**config.mk**
```make
export PLATFORM = sky130hd
export DESIGN_NAME = mc68k_bus_sequencer_flat
export DESIGN_NICKNAME = d
export VERILOG_FILES = /design/src/rtl/mc68k_bus_sequencer_if.sv /design/src/rtl/mc68k_bus_sequencer.sv /design/src/flat_wrapper.sv
export SDC_FILE = /design/constraint.sdc
export NUM_CORES = 1
export LEC_CHECK = 0
export ABC_AREA = 1
export CAP_MARGIN = 20
export CORE_MARGIN = 4
export CORE_UTILIZATION = 56
export CTS_CLUSTER_SIZE = 20
export DETAILED_ROUTE_END_ITERATION = 12
export DONT_BUFFER_PORTS = 1
export GPL_ROUTABILITY_DRIVEN = 1
export PLACE_DENSITY = 0.8
export SLEW_MARGIN = 0
export SYNTH_ARGS = -nofsm -noshare
export SYNTH_HDL_FRONTEND = slang
export SYNTH_SLANG_ARGS = --single-unit
export TNS_END_PERCENT = 20
```
**constraint.sdc**
```tcl
create_clock -name SYS_CLK -period 4.64 [get_ports SYS_CLK]
set_input_delay 0.464 -clock SYS_CLK [delete_from_list [all_inputs] [get_ports SYS_CLK]]
set_output_delay 0.464 -clock SYS_CLK [all_outputs]
set_load 0.005 [all_outputs]
```
**src/rtl/mc68k_bus_sequencer_if.sv**
```systemverilog
// Pi-side request/response handshake plus the 68000 bus pins owned by the bus sequencer.
// The sequencer takes the slave view; the Pi-side decoder and bus model take the master view.
interface mc68k_bus_sequencer_if;
    logic        REQ;
    logic        REQ_RNW;
    logic [22:0] REQ_ADDR;
    logic [15:0] REQ_WDATA;
    logic        REQ_UDS;
    logic        REQ_LDS;
    logic [2:0]  REQ_FC;
    logic        BUSY;
    logic        ACK;
    logic        ERR;
    logic [15:0] RDATA;
    logic [22:0] A_OUT;
    logic [2:0]  FC_OUT;
    logic [15:0] D_OUT;
    logic        A_DRIVE;
    logic        FC_DRIVE;
    logic        D_DRIVE;
    logic        CTRL_DRIVE;
    logic        nAS_OUT;
    logic        nUDS_OUT;
    logic        nLDS_OUT;
    logic        RnW_OUT;
    logic [15:0] D_IN;
    logic        nDTACK;
    logic        nBERR;

    modport slave (
        input  REQ, REQ_RNW, REQ_ADDR, REQ_WDATA, REQ_UDS, REQ_LDS, REQ_FC,
        input  D_IN, nDTACK, nBERR,
        output BUSY, ACK, ERR, RDATA,
        output A_OUT, FC_OUT, D_OUT, A_DRIVE, FC_DRIVE, D_DRIVE, CTRL_DRIVE,
        output nAS_OUT, nUDS_OUT, nLDS_OUT, RnW_OUT
    );

    modport master (
        output REQ, REQ_RNW, REQ_ADDR, REQ_WDATA, REQ_UDS, REQ_LDS, REQ_FC,
        output D_IN, nDTACK, nBERR,
        input  BUSY, ACK, ERR, RDATA,
        input  A_OUT, FC_OUT, D_OUT, A_DRIVE, FC_DRIVE, D_DRIVE, CTRL_DRIVE,
        input  nAS_OUT, nUDS_OUT, nLDS_OUT, RnW_OUT
    );
endinterface

```
**src/rtl/mc68k_bus_sequencer.sv**
```systemverilog
// Runs one 68000 bus cycle (S0-S7) per Pi request, stepping on synchronised MC_CLK edges
// in the SYS_CLK domain, with DTACK wait states, BERR and wait-state timeout termination.
module mc68k_bus_sequencer #(
    parameter int unsigned TIMEOUT = 256
) (
    input  logic                  SYS_CLK,
    input  logic                  SYS_RESET,
    input  logic                  MC_CLK,
    mc68k_bus_sequencer_if.slave  bus
);
    typedef enum logic [3:0] {
        ST_IDLE, ST_S0, ST_S1, ST_S2, ST_S3, ST_S4, ST_S5, ST_S6, ST_S7
    } state_t;

    logic [2:0] mc_sync_q;
    logic [1:0] dtack_sync_q;
    logic [1:0] berr_sync_q;

    // NOTE: non-blocking assignments make every flop sample the previous stage's old value;
    // blocking ones would collapse the synchroniser chain into a single flop.
    always_ff @(posedge SYS_CLK or posedge SYS_RESET) begin
        if (SYS_RESET) begin
            mc_sync_q    <= '0;
            dtack_sync_q <= '1;
            berr_sync_q  <= '1;
        end else begin
            mc_sync_q    <= {mc_sync_q[1:0], MC_CLK};
            dtack_sync_q <= {dtack_sync_q[0], bus.nDTACK};
            berr_sync_q  <= {berr_sync_q[0], bus.nBERR};
        end
    end

    logic mc_rise, mc_fall, dtack_n, berr_n;
    assign mc_rise = mc_sync_q[1] & ~mc_sync_q[2];
    assign mc_fall = ~mc_sync_q[1] & mc_sync_q[2];
    assign dtack_n = dtack_sync_q[1];
    assign berr_n  = berr_sync_q[1];

    state_t      state_q;
    logic        busy_q, ack_q, err_q, err_pend_q;
    logic [15:0] rdata_q;
    logic        lat_rnw_q, lat_uds_q, lat_lds_q;
    logic [22:0] lat_addr_q;
    logic [15:0] lat_wdata_q;
    logic [2:0]  lat_fc_q;
    logic [22:0] a_q;
    logic [2:0]  fc_q;
    logic [15:0] d_q;
    logic        a_drv_q, fc_drv_q, d_drv_q, ctrl_drv_q;
    logic        as_n_q, uds_n_q, lds_n_q, rnw_q;
    logic [8:0]  tmo_cnt_q;

    logic [9:0]  tmo_inc;
    logic        tmo_hit;
    assign tmo_inc = {1'b0, tmo_cnt_q} + 10'd1;
    assign tmo_hit = (tmo_inc >= 10'(TIMEOUT));

    always_ff @(posedge SYS_CLK or posedge SYS_RESET) begin
        if (SYS_RESET) begin
            state_q     <= ST_IDLE;
            busy_q      <= 1'b0;
            ack_q       <= 1'b0;
            err_q       <= 1'b0;
            err_pend_q  <= 1'b0;
            rdata_q     <= '0;
            lat_rnw_q   <= 1'b1;
            lat_uds_q   <= 1'b0;
            lat_lds_q   <= 1'b0;
            lat_addr_q  <= '0;
            lat_wdata_q <= '0;
            lat_fc_q    <= '0;
            a_q         <= '0;
            fc_q        <= '0;
            d_q         <= '0;
            a_drv_q     <= 1'b0;
            fc_drv_q    <= 1'b0;
            d_drv_q     <= 1'b0;
            ctrl_drv_q  <= 1'b0;
            as_n_q      <= 1'b1;
            uds_n_q     <= 1'b1;
            lds_n_q     <= 1'b1;
            rnw_q       <= 1'b1;
            tmo_cnt_q   <= '0;
        end else begin
            ack_q <= 1'b0;
            if (bus.REQ && !busy_q) begin
                busy_q      <= 1'b1;
                err_q       <= 1'b0;
                lat_rnw_q   <= bus.REQ_RNW;
                lat_addr_q  <= bus.REQ_ADDR;
                lat_wdata_q <= bus.REQ_WDATA;
                lat_fc_q    <= bus.REQ_FC;
                // Neither lane selected means a word access: both strobes.
                lat_uds_q   <= bus.REQ_UDS | ~bus.REQ_LDS;
                lat_lds_q   <= bus.REQ_LDS | ~bus.REQ_UDS;
            end

            case (state_q)
                ST_IDLE: if (mc_rise && busy_q) begin
                    state_q    <= ST_S0;
                    a_q        <= lat_addr_q;
                    fc_q       <= lat_fc_q;
                    rnw_q      <= lat_rnw_q;
                    a_drv_q    <= 1'b1;
                    fc_drv_q   <= 1'b1;
                    ctrl_drv_q <= 1'b1;
                    tmo_cnt_q  <= '0;
                    err_pend_q <= 1'b0;
                end
                ST_S0: if (mc_fall) state_q <= ST_S1;
                ST_S1: if (mc_rise) begin
                    state_q <= ST_S2;
                    as_n_q  <= 1'b0;
                    if (lat_rnw_q) begin
                        uds_n_q <= ~lat_uds_q;
                        lds_n_q <= ~lat_lds_q;
                    end else begin
                        d_q     <= lat_wdata_q;
                        d_drv_q <= 1'b1;
                    end
                end
                ST_S2: if (mc_fall) state_q <= ST_S3;
                ST_S3: if (mc_rise) begin
                    state_q <= ST_S4;
                    if (!lat_rnw_q) begin
                        uds_n_q <= ~lat_uds_q;
                        lds_n_q <= ~lat_lds_q;
                    end
                end
                ST_S4: if (mc_fall) begin
                    if (!berr_n || (dtack_n && tmo_hit)) begin
                        state_q    <= ST_S7;
                        err_pend_q <= 1'b1;
                        as_n_q     <= 1'b1;
                        uds_n_q    <= 1'b1;
                        lds_n_q    <= 1'b1;
                    end else if (!dtack_n) begin
                        state_q <= ST_S5;
                    end
                    if (berr_n && dtack_n && !tmo_inc[9]) tmo_cnt_q <= tmo_inc[8:0];
                end
                ST_S5: if (mc_rise) state_q <= ST_S6;
                ST_S6: if (mc_fall) begin
                    state_q <= ST_S7;
                    if (lat_rnw_q) rdata_q <= bus.D_IN;
                    as_n_q  <= 1'b1;
                    uds_n_q <= 1'b1;
                    lds_n_q <= 1'b1;
                end
                ST_S7: if (mc_rise) begin
                    state_q    <= ST_IDLE;
                    a_drv_q    <= 1'b0;
                    fc_drv_q   <= 1'b0;
                    d_drv_q    <= 1'b0;
                    ctrl_drv_q <= 1'b0;
                    rnw_q      <= 1'b1;
                    ack_q      <= 1'b1;
                    err_q      <= err_pend_q;
                    busy_q     <= 1'b0;
                end
                default: state_q <= ST_IDLE;
            endcase
        end
    end

    assign bus.BUSY       = busy_q;
    assign bus.ACK        = ack_q;
    assign bus.ERR        = err_q;
    assign bus.RDATA      = rdata_q;
    assign bus.A_OUT      = a_q;
    assign bus.FC_OUT     = fc_q;
    assign bus.D_OUT      = d_q;
    assign bus.A_DRIVE    = a_drv_q;
    assign bus.FC_DRIVE   = fc_drv_q;
    assign bus.D_DRIVE    = d_drv_q;
    assign bus.CTRL_DRIVE = ctrl_drv_q;
    assign bus.nAS_OUT    = as_n_q;
    assign bus.nUDS_OUT   = uds_n_q;
    assign bus.nLDS_OUT   = lds_n_q;
    assign bus.RnW_OUT    = rnw_q;
endmodule
```
**src/flat_wrapper.sv**
```systemverilog
// flat-port wrapper written by rule: the top's interface ports become plain ports
module mc68k_bus_sequencer_flat 
#(
    parameter int unsigned TIMEOUT = 256
)
  (SYS_CLK, SYS_RESET, MC_CLK, bus_REQ, bus_REQ_RNW, bus_REQ_ADDR, bus_REQ_WDATA, bus_REQ_UDS, bus_REQ_LDS, bus_REQ_FC, bus_D_IN, bus_nDTACK, bus_nBERR, bus_BUSY, bus_ACK, bus_ERR, bus_RDATA, bus_A_OUT, bus_FC_OUT, bus_D_OUT, bus_A_DRIVE, bus_FC_DRIVE, bus_D_DRIVE, bus_CTRL_DRIVE, bus_nAS_OUT, bus_nUDS_OUT, bus_nLDS_OUT, bus_RnW_OUT);
  mc68k_bus_sequencer_if bus_i ();
  input  logic SYS_CLK;
  input  logic SYS_RESET;
  input  logic MC_CLK;
  input wire logic [$bits(bus_i.REQ)-1:0] bus_REQ;
  input wire logic [$bits(bus_i.REQ_RNW)-1:0] bus_REQ_RNW;
  input wire logic [$bits(bus_i.REQ_ADDR)-1:0] bus_REQ_ADDR;
  input wire logic [$bits(bus_i.REQ_WDATA)-1:0] bus_REQ_WDATA;
  input wire logic [$bits(bus_i.REQ_UDS)-1:0] bus_REQ_UDS;
  input wire logic [$bits(bus_i.REQ_LDS)-1:0] bus_REQ_LDS;
  input wire logic [$bits(bus_i.REQ_FC)-1:0] bus_REQ_FC;
  input wire logic [$bits(bus_i.D_IN)-1:0] bus_D_IN;
  input wire logic [$bits(bus_i.nDTACK)-1:0] bus_nDTACK;
  input wire logic [$bits(bus_i.nBERR)-1:0] bus_nBERR;
  output wire logic [$bits(bus_i.BUSY)-1:0] bus_BUSY;
  output wire logic [$bits(bus_i.ACK)-1:0] bus_ACK;
  output wire logic [$bits(bus_i.ERR)-1:0] bus_ERR;
  output wire logic [$bits(bus_i.RDATA)-1:0] bus_RDATA;
  output wire logic [$bits(bus_i.A_OUT)-1:0] bus_A_OUT;
  output wire logic [$bits(bus_i.FC_OUT)-1:0] bus_FC_OUT;
  output wire logic [$bits(bus_i.D_OUT)-1:0] bus_D_OUT;
  output wire logic [$bits(bus_i.A_DRIVE)-1:0] bus_A_DRIVE;
  output wire logic [$bits(bus_i.FC_DRIVE)-1:0] bus_FC_DRIVE;
  output wire logic [$bits(bus_i.D_DRIVE)-1:0] bus_D_DRIVE;
  output wire logic [$bits(bus_i.CTRL_DRIVE)-1:0] bus_CTRL_DRIVE;
  output wire logic [$bits(bus_i.nAS_OUT)-1:0] bus_nAS_OUT;
  output wire logic [$bits(bus_i.nUDS_OUT)-1:0] bus_nUDS_OUT;
  output wire logic [$bits(bus_i.nLDS_OUT)-1:0] bus_nLDS_OUT;
  output wire logic [$bits(bus_i.RnW_OUT)-1:0] bus_RnW_OUT;
  assign bus_i.REQ = bus_REQ;
  assign bus_i.REQ_RNW = bus_REQ_RNW;
  assign bus_i.REQ_ADDR = bus_REQ_ADDR;
  assign bus_i.REQ_WDATA = bus_REQ_WDATA;
  assign bus_i.REQ_UDS = bus_REQ_UDS;
  assign bus_i.REQ_LDS = bus_REQ_LDS;
  assign bus_i.REQ_FC = bus_REQ_FC;
  assign bus_i.D_IN = bus_D_IN;
  assign bus_i.nDTACK = bus_nDTACK;
  assign bus_i.nBERR = bus_nBERR;
  assign bus_BUSY = bus_i.BUSY;
  assign bus_ACK = bus_i.ACK;
  assign bus_ERR = bus_i.ERR;
  assign bus_RDATA = bus_i.RDATA;
  assign bus_A_OUT = bus_i.A_OUT;
  assign bus_FC_OUT = bus_i.FC_OUT;
  assign bus_D_OUT = bus_i.D_OUT;
  assign bus_A_DRIVE = bus_i.A_DRIVE;
  assign bus_FC_DRIVE = bus_i.FC_DRIVE;
  assign bus_D_DRIVE = bus_i.D_DRIVE;
  assign bus_CTRL_DRIVE = bus_i.CTRL_DRIVE;
  assign bus_nAS_OUT = bus_i.nAS_OUT;
  assign bus_nUDS_OUT = bus_i.nUDS_OUT;
  assign bus_nLDS_OUT = bus_i.nLDS_OUT;
  assign bus_RnW_OUT = bus_i.RnW_OUT;
  mc68k_bus_sequencer #(.TIMEOUT(TIMEOUT)) u_core (.SYS_CLK(SYS_CLK), .SYS_RESET(SYS_RESET), .MC_CLK(MC_CLK), .bus(bus_i));
endmodule
```
==> results of run 1 <==
==> worst max-delay path by stage <==
stage                     endpoint  depth (start not counted)              start
6_report       u_core.tmo_cnt_q[2]                          8  u_core.state_q[0]
3_3_place_gp   u_core.tmo_cnt_q[2]                          8  u_core.state_q[0]
2_1_floorplan       u_core.bus.ACK                          1          SYS_RESET
5_1_grt        u_core.tmo_cnt_q[2]                          8  u_core.state_q[0]
3_5_place_dp   u_core.tmo_cnt_q[2]                          8  u_core.state_q[0]
4_1_cts        u_core.tmo_cnt_q[2]                          8  u_core.state_q[0]
==> cell type report <==
| cell class | instances | area (um2) | share of cell area, % |
|---|---|---|---|
| sequential | 133 | 3340 | 53.3 |
| timing repair buffer | 7 | 62.6 | 0.999 |
| tap | 133 | 166 | 2.66 |
| clock inverter | 10 | 165 | 2.64 |
| clock buffer | 22 | 473 | 7.55 |
| inverter | 45 | 178 | 2.84 |
| multi-input combinational | 381 | 1880 | 30.0 |
==> per-layer routing <==
layer  vias to the layer above  track usage [%]  share of wire (%)
met4                         0             10.7                1.7
met5                         -                0                  0
met3                        15             6.42                6.9
met1                      1808             26.8                 41
li1                       1842                -                  -
met2                       114             33.7                 51
==> logic make-up after synthesis <==
group,Yosys count
AND/OR/NAND/NOR,301
buffers and inverters,67
XOR/XNOR,5
flip-flops,133
AO/OA/AOI/OAI,58
adder cells (fa/ha/maj),1
multiplexers,16
==> what timing repair did <==
item / in CTS / in global routing
endpoints found under the hold margin: 33 / 0
endpoints found under the setup margin: 0 / 0
buffers inserted: 0 / 0
hold buffers: 4 / 0
==> worst register-to-register path, delay by kind of cell (launching register included) <==
family | cells | cell delay (ns)
flops | 1 | 0.48
compound gates | 3 | 0.55
buf+inv | 1 | 0.14
simple gates | 4 | 0.91
==> flip-flops by register name, indices dropped and copies added, names as in the netlist, 2 cells and up <==
register and flops:
u_core.bus.A_OUT 23, u_core.lat_addr_q 23, u_core.bus.D_OUT 16, u_core.bus.RDATA 16, u_core.lat_wdata_q 16, u_core.tmo_cnt_q 9, u_core.state_q 4, u_core.bus.FC_OUT 3
u_core.lat_fc_q 3, u_core.mc_sync_q 3, u_core.berr_sync_q 2, u_core.dtack_sync_q 2
==> placed cells by master (no fill, tap or decap), types with 6 or more instances in the layout <==
master and instances:
inv_1 35, nand4_1 6, clkbuf_16 16, dfstp_2 9, o21ai_0 20, o21ai_1 22
nand3_1 11, nand2_2 10, mux2_4 10, nand2_1 243, mux2_2 6, inv_2 7
dfrtp_1 124, nor2_2 6, nor2_1 11
==> power by group <==
part / switching (mW) / internal [mW] / total (mW) / leakage, nW
Clock: 0.489 / 0.935 / 1.42 / 0.316
Sequential: 0.309 / 1.57 / 1.88 / 1.64
Combinational: 0.425 / 0.289 / 0.714 / 1.18
Total: 1.22 / 2.80 / 4.02 / 3.14
==> impl_metrics.env, run 1 <==
export IMPL_stdcell_count=731
export IMPL_wl_per_cell_um=15.3
export IMPL_ys_ff_latch=133
export IMPL_fin_crit_sh_pct=47.5
export IMPL_slowest_stage="nand3_2"
export IMPL_fin_ws_ns=2.44
export IMPL_postSynth_asyncResetShare_pct=100
export IMPL_finalSetupViolCount=0
export IMPL_grt_max_degree=65
export IMPL_hold_path_class="in -> reg"
export IMPL_period_needed_ns=2.20
export IMPL_ant_nets=0
export IMPL_startpoint_type="flop"
export IMPL_hpwl_um=7540
export IMPL_drive_gt1_share_pct=16.4
export IMPL_drv_slew=0
export IMPL_first_pass_iters=4
export IMPL_cts_resized=0
export IMPL_dpl_cell_count=695
export IMPL_required_ns=5.04
export IMPL_initial_utilization_pct=57.2
export IMPL_drt_iter0_drc=277
export IMPL_clkLatencyLatePin_ns=0.53
export IMPL_die_h_um=107
export IMPL_hp_start="bus_REQ_UDS"
export IMPL_netlist_area_leader_share_pct=56.0
export IMPL_ys_seq_area_share_pct=60.3
export IMPL_tns_ns=0
export IMPL_rsz0062_at_grt="false"
export IMPL_clk_pin_slew_ns=0.06
export IMPL_final_area_um2=6260
export IMPL_place_area_um2=5590
export IMPL_synthTopCellsByArea="dfrtp_1, nand2_1, dfstp_2"
export IMPL_die_x_um=107
export IMPL_h_tree_depth=4
export IMPL_grt_pass1_vias=3861
export IMPL_antenna_found_initial=0
export IMPL_synthMuxAreaShare_pct=3.93
export IMPL_synth_top_family_by_area="simple AND/OR/NAND/NOR gates"
export IMPL_utilization_pct=64.7
export IMPL_maxCapViolations=0
export IMPL_viasPerCell=5.17
export IMPL_max_clock_freq_mhz=454
export IMPL_nets=653
export IMPL_rrSetupSlack_ns=2.44
export IMPL_min_to="u_core.lat_lds_q"
export IMPL_worst_path_largest_cell_delay_ns=0.56
export IMPL_crit_chain="inv_2 -> nand2_2 -> nor2_2 -> nand3_2 -> o21ai_4 -> nand2_4 -> o21ai_0 -> a21oi_1"
export IMPL_cts_made_buffers=17
export IMPL_pre_cts_ws_ns=2.44
export IMPL_gp_congestion=0.866
export IMPL_syn_nets=649
export IMPL_power_mw=4.02
export IMPL_critPathKind="reg -> reg"
export IMPL_cp_arrival_ns=2.60
export IMPL_reg2regPathDepth=8
export IMPL_num_rows=36
export IMPL_diodes=0
export IMPL_syn_inst=581
export IMPL_worstMarginPinSlew_ns=0.712
export IMPL_grt_pass1_wl_um=18900
export IMPL_synth_xor_area_share_pct=0.791
export IMPL_synth_compound_area_share_pct=5.90
export IMPL_crit_buf_inv=1
export IMPL_core_area_um2=9680
export IMPL_io_pins=136
export IMPL_synth_distinct_cells=39
export IMPL_ir_drop_uv=477
export IMPL_r2r_end="u_core.tmo_cnt_q[2]"
export IMPL_hold_depth=1
export IMPL_num_vias=3779
export IMPL_cp_top_family="simple AND/OR/NAND/NOR gates"
export IMPL_final_hold_viol_count=0
export IMPL_cts_buffer_depth=2
export IMPL_track_usage_pct=21.3
export IMPL_cts_tree="yes"
export IMPL_fill_cells=763
export IMPL_endpoint_kind="flop"
export IMPL_port_buffers=0
export IMPL_routed_wl_um=11200
export IMPL_root_buffer="clkbuf_8"
export IMPL_ys_warn_count=0
export IMPL_critPathMaxFanout=29
export IMPL_clkSinkCount=133
export IMPL_leakagePower_nw=3.14
export IMPL_synth_area_um2=5540
export IMPL_status="completed"
export IMPL_syn_area_per_cell_um2=9.53
export IMPL_relSlewSlack_pct=52.5
export IMPL_netlist_top_cell_by_area="dfrtp_1"
export IMPL_synth_main_ff_cell="dfrtp_1"
export IMPL_synth_top_cells_by_count="nand2_1, dfrtp_1, inv_1"
export IMPL_syn_to_final_growth_pct=13.1
export IMPL_powerDensity_nw_per_um2=642
export IMPL_fin_hold_ws_ns=0.0237
export IMPL_synthSimpleGateAreaFrac_pct=23.0
export IMPL_drc=0
export IMPL_reg2reg_from="u_core.state_q[0]"
export IMPL_synth_edff_count=0
export IMPL_overflow=0
export IMPL_synth_most_common_cell="nand2_1"
export IMPL_synthAdderAreaFrac_pct=0.226
export IMPL_die_area_um2=11500
export IMPL_fin_skew_ns=0.00597
Note: power is estimated with default switching activity, not from simulation.
==> run 2: changes to the inputs <==
--- a/config.mk
+++ b/config.mk
@@ -13,7 +13,7 @@
 export DETAILED_ROUTE_END_ITERATION = 12
 export DONT_BUFFER_PORTS = 1
 export GPL_ROUTABILITY_DRIVEN = 1
-export PLACE_DENSITY = 0.8
+export PLACE_DENSITY = 0.83
 export SLEW_MARGIN = 0
 export SYNTH_ARGS = -nofsm -noshare
 export SYNTH_HDL_FRONTEND = slang
==> constraint.sdc (replaced) <==
create_clock -name SYS_CLK -period 2 [get_ports SYS_CLK]
set_input_delay 0.2 -clock SYS_CLK [delete_from_list [all_inputs] [get_ports SYS_CLK]]
set_output_delay 0.2 -clock SYS_CLK [all_outputs]
set_load 0.005 [all_outputs]
==> run 2 against run 1 <==
Effect of this change: final cell count is 8.6% higher; register-to-register slack worse by 2.2 ns; die area stayed put; sequential power up 130%; final area up 9.1%; sequential cell count did not move; critical path type unchanged; largest cell class unchanged.
==> impl_metrics.env, run 2 (synthesis results as in run 1) <==
export IMPL_fill_cells=634
export IMPL_fin_crit_sh_pct=90.4
export IMPL_hold_buffers=67
export IMPL_rsz0062_at_grt="false"
export IMPL_port_buffers=0
export IMPL_ir_drop_uv=757
export IMPL_cts_buffer_depth=2
export IMPL_die_area_um2=11500
export IMPL_hpwl_um=7490
export IMPL_status="completed"
export IMPL_clk_pin_slew_ns=0.06
export IMPL_grt_pass1_wl_um=21000
export IMPL_worstMarginPinSlew_ns=0.649
export IMPL_clkPwrFrac_pct=31.2
export IMPL_num_vias=4198
export IMPL_reg2reg_from="u_core.bus.BUSY"
export IMPL_hp_start="bus_REQ"
export IMPL_die_h_um=107
export IMPL_final_cell_mix="nand2_1, dfrtp_1, dlygate4sd3_1"
export IMPL_core_area_um2=9680
export IMPL_grt_max_degree=134
export IMPL_leakagePower_nw=3.35
export IMPL_grt_pass1_vias=4318
export IMPL_io_pins=136
export IMPL_drc=0
export IMPL_max_clock_freq_mhz=553
export IMPL_clkLatencyLatePin_ns=0.51
export IMPL_period_needed_ns=1.81
export IMPL_maxCapViolations=0
export IMPL_startpoint_type="flop"
export IMPL_diodes=0
export IMPL_cts_tree="yes"
export IMPL_drive_gt1_share_pct=14.5
export IMPL_nets=717
export IMPL_initial_utilization_pct=57.2
export IMPL_fin_skew_ns=0.00834
export IMPL_antenna_found_initial=0
export IMPL_endpoint_kind="flop"
export IMPL_drt_iter0_drc=340
export IMPL_powerDensity_nw_per_um2=1320
export IMPL_wl_per_cell_um=15.9
export IMPL_tns_ns=0
export IMPL_h_tree_depth=4
export IMPL_stdcell_count=794
export IMPL_first_pass_iters=5
export IMPL_p_comb_share_pct=20.2
export IMPL_cts_made_buffers=17
export IMPL_track_usage_pct=23.4
export IMPL_relSlewSlack_pct=56.7
export IMPL_required_ns=2.44
export IMPL_overflow=0
export IMPL_die_x_um=107
export IMPL_routed_wl_um=12600
export IMPL_critPathMaxFanout=63
export IMPL_power_mw=9.03
export IMPL_cp_arrival_ns=2.25
export IMPL_cts_resized=0
export IMPL_critPathKind="reg -> reg"
export IMPL_dpl_cell_count=696
export IMPL_gp_congestion=0.886
export IMPL_root_buffer="clkbuf_8"
export IMPL_finalSetupViolCount=0
export IMPL_switching_share_pct=32.0
export IMPL_layout_commonest_cell="nand2_1"
export IMPL_drv_slew=0
export IMPL_final_hold_viol_count=0
export IMPL_viasPerCell=5.29
export IMPL_hold_path_class="in -> reg"
export IMPL_worstSetupStartpoint="u_core.bus.BUSY"
export IMPL_num_rows=36
export IMPL_syn_to_final_growth_pct=23.4
export IMPL_seq_power_share_pct=48.6
export IMPL_ant_nets=0
export IMPL_clkSinkCount=133
export IMPL_internal_power_mw=6.14
export IMPL_post_cts_buffers=0
export IMPL_switchingPower_mw=2.89
==> run 2: final timing paths <==
| check | cells past startpoint | slack [ns] | end |
|---|---|---|---|
| max reg2reg | 5 | 0.19 | u_core.lat_lds_q |
| max in group asynchronous | 3 | 1.15 | u_core.lat_lds_q |
| min reg2reg | 0 | 0.35 | u_core.mc_sync_q[1] |
| min in group asynchronous | 3 | 0.40 | u_core.lat_wdata_q[5] |
| max | 5 | 0.19 | u_core.lat_lds_q |
| min | 5 | 0.17 | u_core.lat_rnw_q |
==> run 2: worst max-delay path, cell delays in order (launching register included) <==
cell           delay [ns]
dfrtp_1              0.48
nor2_4               0.21
buf_12               0.26
nor2_1               0.07
a31oi_1              0.14
dlygate4sd3_1        0.58
==> run 2: layout make-up <==
| class | instances | area [um2] | share of cell area (%) |
|---|---|---|---|
| Multi-Input combinational cell | 381 | 1880 | 27.5 |
| Sequential cell | 133 | 3340 | 48.9 |
| Inverter | 45 | 179 | 2.62 |
| Clock buffer | 23 | 467 | 6.83 |
| Timing Repair Buffer | 71 | 726 | 10.6 |
| Tap cell | 133 | 166 | 2.44 |
| Clock inverter | 8 | 76.3 | 1.12 |
==> run 2: metal layers <==
layer	wire length [um]	up-vias	track usage [%]
met5	0	-	0
met4	342	0	10.5
met3	991	34	7.56
met2	6700	201	39.2
met1	4590	1993	27.6
li1	-	1970	-
==> run 2: stage by stage <==
| step | hold slack (ns) | utilization (%) | setup WS [ns] | cell area (um2) |
|---|---|---|---|---|
| after floorplan | 0.204 | - | 0.156 | 5540 |
| after global placement | 0.205 | 58.0 | 0.408 | 5620 |
| after detailed placement | 0.205 | 58.0 | 0.331 | 5620 |
| after CTS | 0.151 | 70.6 | 0.232 | 6830 |
| after global routing | 0.198 | 70.6 | 0.0953 | 6830 |
| final | 0.166 | 70.6 | 0.193 | 6830 |
==> run 2: power by group through the flow <==
stage | Combinational (mW) | Clock, mW | Sequential [mW]
finish | 1.82 | 2.81 | 4.39
global route | 2.10 | 2.98 | 4.50
CTS | 1.80 | 2.85 | 4.38
detailed placement | 1.67 | 0 | 4.42
global placement | 1.58 | 0 | 4.38
floorplan | 1.49 | 0 | 4.15
